--- src/rtl/seq_det_pkg.sv ---
// Shared definitions for the parametrised serial-pattern detector.
package seq_det_pkg;

    localparam logic [3:0] DEFAULT_PATTERN = 4'b1011;

    localparam logic OVL_OFF = 1'b0;
    localparam logic OVL_ON  = 1'b1;

    // Ceiling log2; the detector always calls it with an argument >= 2.
    function automatic int clog2(input int value);
        int r;
        r = 0;
        while ((1 << r) < value) begin
            r = r + 1;
        end
        return r;
    endfunction

endpackage

--- src/rtl/seq_det_sat_counter.sv ---
// Match counter: synchronous clear beats increment, and the count saturates at all-ones.
module seq_det_sat_counter #(
    parameter int CNT_W = 8
)(
    input  logic             clk_i,
    input  logic             rst_i,
    input  logic             clr_i,
    input  logic             inc_i,
    output logic [CNT_W-1:0] count_o
);

    logic [CNT_W-1:0] count_q;
    logic [CNT_W-1:0] count_d;

    always_comb begin
        count_d = count_q;
        if (clr_i) begin
            count_d = '0;
        end else if (inc_i && (count_q != {CNT_W{1'b1}})) begin
            count_d = count_q + CNT_W'(1);
        end
    end

    always_ff @(posedge clk_i or posedge rst_i) begin
        if (rst_i) begin
            count_q <= '0;
        end else begin
            count_q <= count_d;
        end
    end

    assign count_o = count_q;

endmodule

--- src/rtl/seq_detector_param.sv ---
// Moore serial-pattern detector with a runtime-loadable pattern, selectable overlap
// and a saturating match counter.
module seq_detector_param
    import seq_det_pkg::*;
#(
    parameter int               PAT_W   = 4,
    parameter logic [PAT_W-1:0] PATTERN = PAT_W'(DEFAULT_PATTERN),
    parameter int               CNT_W   = 8
)(
    input  logic                          clk,
    input  logic                          rst,
    input  logic                          x,
    input  logic                          in_valid,
    input  logic                          overlap_en,
    input  logic                          pat_load,
    input  logic [PAT_W-1:0]              pat_in,
    input  logic                          count_clr,
    output logic                          y,
    output logic [clog2(PAT_W+1)-1:0]     state,
    output logic [CNT_W-1:0]              match_count
);

    localparam int            SW       = clog2(PAT_W + 1);
    localparam logic [SW-1:0] MATCH_ST = SW'(PAT_W);

    logic [PAT_W-1:0] pat_q;
    logic [PAT_W-1:0] hist_q;
    logic [PAT_W-1:0] hist_d;
    logic [PAT_W:0]   hist_ext;
    logic [PAT_W-1:0] mask;
    logic [SW-1:0]    state_q;
    logic [SW-1:0]    state_d;
    logic             y_q;
    logic             accept;
    logic             inc;

    // A bit arriving alongside a pattern load is dropped.
    assign accept   = in_valid && !pat_load;
    assign hist_ext = {hist_q, x};
    assign hist_d   = hist_ext[PAT_W-1:0];

    // Longest suffix of the history that is a pattern prefix, capped at state_q+1 so
    // bits from before the last restart point never contribute.
    always_comb begin
        state_d = state_q;
        mask    = '0;
        if (accept) begin
            if ((state_q == MATCH_ST) && (overlap_en == OVL_OFF)) begin
                state_d = (x == pat_q[PAT_W-1]) ? SW'(1) : '0;
            end else begin
                state_d = '0;
                for (int k = 1; k <= PAT_W; k++) begin
                    mask = {PAT_W{1'b1}} >> (PAT_W - k);
                    if ((k <= int'(state_q) + 1) &&
                        ((hist_d & mask) == ((pat_q >> (PAT_W - k)) & mask))) begin
                        state_d = SW'(k);
                    end
                end
            end
        end
    end

    always_ff @(posedge clk or posedge rst) begin
        if (rst) begin
            pat_q   <= PATTERN;
            hist_q  <= '0;
            state_q <= '0;
            y_q     <= 1'b0;
        end else if (pat_load) begin
            pat_q   <= pat_in;
            hist_q  <= '0;
            state_q <= '0;
            y_q     <= 1'b0;
        end else if (accept) begin
            hist_q  <= hist_d;
            state_q <= state_d;
            y_q     <= (state_d == MATCH_ST);
        end
    end

    // Every accepted bit that lands in the match state counts, including re-entry.
    assign inc = accept && (state_d == MATCH_ST);

    seq_det_sat_counter #(
        .CNT_W (CNT_W)
    ) u_cnt (
        .clk_i   (clk),
        .rst_i   (rst),
        .clr_i   (count_clr),
        .inc_i   (inc),
        .count_o (match_count)
    );

    assign y     = y_q;
    assign state = state_q;

endmodule
--- config.mk ---
export PLATFORM = sky130hd
export DESIGN_NAME = seq_detector_param
export DESIGN_NICKNAME = d
export VERILOG_FILES = /design/src/rtl/seq_det_pkg.sv /design/src/rtl/seq_det_sat_counter.sv /design/src/rtl/seq_detector_param.sv
export SDC_FILE = /design/constraint.sdc
export NUM_CORES = 1
export LEC_CHECK = 0
export BUFFER_PORTS_ARGS = -buffer_cell sky130_fd_sc_hd__buf_2
export CAP_MARGIN = 20
export CORE_UTILIZATION = 59
export DETAILED_ROUTE_END_ITERATION = 6
export GPL_TIMING_DRIVEN = 1
export PLACE_DENSITY = 0.83
export RECOVER_POWER = 100
export SLEW_MARGIN = 20
export SYNTH_ARGS = -nofsm -noshare
export SYNTH_HDL_FRONTEND = slang
export SYNTH_HIERARCHICAL = 1
export SYNTH_SLANG_ARGS = --single-unit
--- constraint.sdc ---
create_clock -name clk -period 3.62 [get_ports clk]
set_input_delay 0.362 -clock clk [delete_from_list [all_inputs] [get_ports clk]]
set_output_delay 0.362 -clock clk [all_outputs]
set_load 0.05 [all_outputs]
After elaboration in Yosys (flattened, before gate mapping)
Cells that the tools add are included.
{"block": "totals", "ff_bits": 19, "wordCells": 45}
{"block": "classes", "n_addsub": 2, "magnitude_cmp": 4, "eq_ne": 7, "n_mux": 15, "bitwise": 1, "n_reduce_logical": 11}
{"op": "$le 3x32->1 const A", "n": 2}
{"op": "$le 2x32->1 const A", "n": 1}
{"op": "$mux 3", "n": 7}
{"op": "$mux 8", "n": 2}
{"op": "$add 8x1->8 const B", "n": 1}
{"op": "$logic_and 1x1->1", "n": 8}
{"op": "$ne 8x8->1 const B", "n": 1}
{"op": "$eq 3x3->1 const B", "n": 2}
{"op": "$add 3x1->4 const B", "n": 1}
{"op": "$eq 4x4->1", "n": 1}
{"op": "$le 3x4->1 const A", "n": 1}
{"op": "$mux 1", "n": 4}
{"op": "$mux 2", "n": 2}
{"op": "$reduce_bool 2->1", "n": 2}
{"op": "$eq 3x3->1", "n": 1}
{"op": "$eq 2x2->1", "n": 1}
{"op": "$eq 1x1->1", "n": 1}
{"op": "$logic_not 1->1", "n": 1}
{"op": "$not 1->1", "n": 1}

Longest topological paths before layout
{"block": "logic_depth", "ltp_word": 14, "depth_mapped": 8, "depth_no_buf": 8}

By module
Netlist, hierarchy kept.
{"module": "seq_detector_param", "n_inst": 1, "cells_per_inst": 78, "area_each_um2": 762.0}
{"module": "seq_det_sat_counter", "n_inst": 1, "cells_per_inst": 49, "area_each_um2": 504.2}

Worst setup path after synthesis
Ideal clock, no wire load.
{"block": "synth_timing", "path_type": "register to register", "start": "register state_q[0], in the netlist state[0]", "end": "register u_cnt.count_q[5], in the netlist u_cnt/count_o[5]", "setup_time_ns": 0.125, "arrival_time_ns": 2.274, "t_required_ns": 3.495, "path_slack_ns": 1.221, "path_stages_with_launch": 9, "path_buffers": 0, "period_less_slack_ns": 2.399, "path_cell_list": "dfrtp_1 -> ha_1 -> and2_4 -> a21oi_2 -> nand4_2 -> nor2_2 -> nand4_1 -> a211oi_2 -> mux2_4"}
{"block": "synth_via", "elab_chain_len": 13, "elab_cells_between_ends": 21}
{"element": "start: declaration", "line_no": "seq_detector_param.sv:31", "source": "logic [SW-1:0] state_q;"}
{"element": "start signal: assignment", "line_no": "seq_detector_param.sv:76", "source": "state_q <= state_d;"}
{"element": "$add 3x1->4", "line_no": "seq_detector_param.sv:54", "source": "if ((k <= int'(state_q) + 1) &&"}
{"element": "$le 2x32->1", "line_no": "seq_detector_param.sv:54"}
{"element": "$logic_and 1x1->1", "line_no": "seq_detector_param.sv:54"}
{"element": "$mux 1", "line_no": "seq_detector_param.sv:54"}
{"element": "$mux 2 (2 in series)", "line_no": "seq_detector_param.sv:54"}
{"element": "$mux 3", "line_no": "seq_detector_param.sv:54"}
{"element": "$mux 3", "line_no": "seq_detector_param.sv:48", "source": "if ((state_q == MATCH_ST) && (overlap_en == OVL_OFF)) begin"}
{"element": "$mux 3 *", "line_no": "seq_detector_param.sv:47", "source": "if (accept) begin"}
{"element": "$eq 3x3->1 *", "line_no": "seq_detector_param.sv:82", "source": "assign inc = accept && (state_d == MATCH_ST);"}
{"element": "$logic_and 1x1->1 *", "line_no": "seq_detector_param.sv:82"}
{"element": "via inc", "line_no": "seq_detector_param.sv:35", "source": "logic inc;"}
{"element": "$logic_and 1x1->1 *", "line_no": "seq_det_sat_counter.sv:19", "source": "end else if (inc_i && (count_q != {CNT_W{1'b1}})) begin"}
{"element": "$reduce_bool 2->1 (no source line) *"}
{"element": "end signal: assignment", "line_no": "seq_det_sat_counter.sv:28", "source": "count_q <= count_d;"}
{"element": "end: declaration", "line_no": "seq_det_sat_counter.sv:12", "source": "logic [CNT_W-1:0] count_q;"}
Mark *: on every way through the listed nets, which the timed path passes. The rest lies on a longest branch.
A chain may end at the register's enable or synchronous reset.

Worst setup path in the final report
Same ends and word-level chain as after synthesis.

==> results.md <==
- Outcome: finished, final reports clean
- Post-synthesis sequential area ratio: 37.8%
- Crit path kind: reg2reg
- Setup Skew: approximately 0.0048 ns
- Lkg Pwr: about 0.63 nW
- GR Overflow Total: 0
- Routability Congestion: approximately 0.94
- Post-Route WL: 2.27 mm
- Seq. cell area: ~480 um2
- Postcts setup bufs: 0
- Post-CTS Hold Buffers: 0
- Filler cells: approximately 160
- P per Cell Area: around 300 nW/um2
- Worst IR Drop VDD: 210 uV
- Share of layout cells above drive strength 1: 16.6%
- Core Area: approximately 2000 um2
- Horiz. Die Dim: between 40 and 50 um
- Gate Count Post-Synth: around 130
- Syn Nets: 143
- Total Power: between 0.0004 and 0.0005 W
- Clock buffer count from CTS: 3
- Critical path peak fanout: 7
- Min-delay worst type: in2async
- Crit end category: flop
- # IOs: 23
- GRT Total Usage: a little over a fifth
- Placement Rows: 16
- Wire per inst: about 13 um
- Yosys cell types: 42
- Die height: 48.3 um
- Max-cap violation count: 0
- Seq cells post-synth: 19
- Area Overhead vs Synth: 5.04%
- Primary FF master, synth: dfrtp_1
- Drt pass-1 iters: 4
- Max Clock Freq: ~0.39 GHz
- Vias: between 900 and 1000
- Commonest cells after routing, fill and taps aside: 16 x nor2_1, 16 x dfrtp_1, 13 x clkbuf_1, 10 x nand2_1, 10 x buf_2
- Post-synth EDFFs: 0
- Slew Limit Fails: 0
- Final hold violation count: 0
- Slew of the pin with the lowest slew margin: ~0.60 ns
- Clock edge transition at the registers on the reported setup and hold paths: about 0.1 ns
- Initial antenna violation count: 0
- Avg Cell Area, Syn: ~10 um2
- Ys async rst share: 100%
- Layout Nets: ~160
- Arrival @ worst endpoint: ~2.7 ns
- Via density per instance: 5.55
- Cell area after synthesis: ~1300 um2
- Antenna cells: 0
- DR DRC count: 0
- Vias in the first global route: between 800 and 900
- Die area: between 2000 and 2500 um2
- Clk buf depth: 2
- Count of final setup violators: 0
- Detailed placement HPWL: 1.78 mm
- H-tree lvl count: 1
- Setup TNS: 0 ns
- Root buffer cell: clkbuf_4
- CTS tree: yes
- Area of the multi-input gates: just under 700 um2
- IO buf count: 22
- RSZ-0062 raised after global routing: false
- First-pass GRT wire length: 3.71 mm
- Rel. slew slack: about three fifths
- Post-route minimum period: around 2.5 ns
- Number of DRC markers in iteration 0: 13
- Type of origin of the critical path: flop
- Insertion delay to the later sink of the worst-skew pair: 0.29 ns
- Post-layout util: 67.1%
- CTS sink cnt: 19
- Critical Path RT: between 3 and 4 ns
- Largest net degree at the start of global routing: 12
- Initial Utilization: about 64%
- Ys Warns: 6
- Crit share post-route: a little over two thirds
- Post-CTS sizing: 0
- DRT antenna net count: 0
- WHS: 0.00957 ns
routing by layer:
layer	global-route usage (%)	share of wire, %	wire, um	vias up
met1	24.4	45	1010	467
met4	9.80	1.3	30	0
met3	4.09	2.4	54	4
met5	0	0	0	-
met2	36.6	52	1170	16
li1	-	-	-	468
worst max-delay path, stage by stage, from the launching register on:
cell and delay, ns:
dfrtp_1 0.44, ha_1 0.23, and2_0 0.18, a21oi_1 0.20
nand4_2 0.13, nor2_1 0.37, nand4_1 0.22, a211oi_1 0.33
mux2_4 0.33
through the flow:
| step | cells | cell area, um2 | worst slack (ns) |
|---|---|---|---|
| floorplan | 127 | 1270 | 1.22 |
| global placement | 168 | 1350 | 1.43 |
| detailed placement | 168 | 1350 | 1.35 |
| CTS | 172 | 1370 | 1.33 |
| global route | 172 | 1330 | 0.949 |
| finish | 172 | 1330 | 1.08 |
sequential cells by signal, indices dropped and copies added, names as in the netlist:
signal and count:
hist_q 3, pat_q 4, state 3, u_cnt/count_o 8
y 1
where the power goes:
group / internal [W] / total [W] / leakage, nW / switching (W)
registers: 0.000221 / 0.000232 / 0.249 / 0.0000114
clock network: 0.0000429 / 0.000102 / 0.0150 / 0.0000596
logic: 0.0000290 / 0.0000689 / 0.365 / 0.0000399
total: 0.000293 / 0.000404 / 0.630 / 0.000111
synth_stat cells (3+ instances only):
master | number | area share [%]
xor2_1 | 5 | 3.5
buf_6 | 3 | 2.7
a21oi_2 | 3 | 2.1
nor2_1 | 15 | 4.4
mux2_2 | 4 | 3.6
dfstp_2 | 3 | 6.2
mux2i_1 | 4 | 3.2
ha_1 | 5 | 4.9
nor2b_1 | 4 | 2.0
nand3_1 | 4 | 1.6
nand2_1 | 10 | 3.0
inv_1 | 5 | 1.5
dfrtp_1 | 16 | 32
mux2_4 | 4 | 4.7
a21oi_1 | 4 | 1.6
buf_4 | 3 | 1.8
xnor2_1 | 5 | 3.5
cell type report:
class	instances	area share (%)
Multi-Input combinational cell	95	50.9
Sequential cell	19	36.0
Timing Repair Buffer	22	7.15
Tap cell	27	2.54
Clock buffer	4	1.98
Inverter	5	1.41
worst paths after layout:
path	slack, ns	cells after the start	start	end
worst max-delay path	1.08	8	state[0]	u_cnt/count_o[5]
min in group clk	0.31	2	pat_in[0]	pat_q[0]
worst min-delay path	0.01	2	rst	u_cnt/count_o[2]
max in group asynchronous	3.25	2	rst	pat_q[3]
worst max register to register	1.08	8	state[0]	u_cnt/count_o[5]
worst min register to register	0.51	1	y	y
cells by family after synthesis:
group	Yosys count	synth area share, %
simple gates	48	19.7
compound gates	20	12.5
flops	19	37.8
buf+inv	13	6.62
mux	12	11.5
xor+xnor	10	6.92
fa+ha+maj	5	4.94
Note: power is estimated with default switching activity, not from simulation.
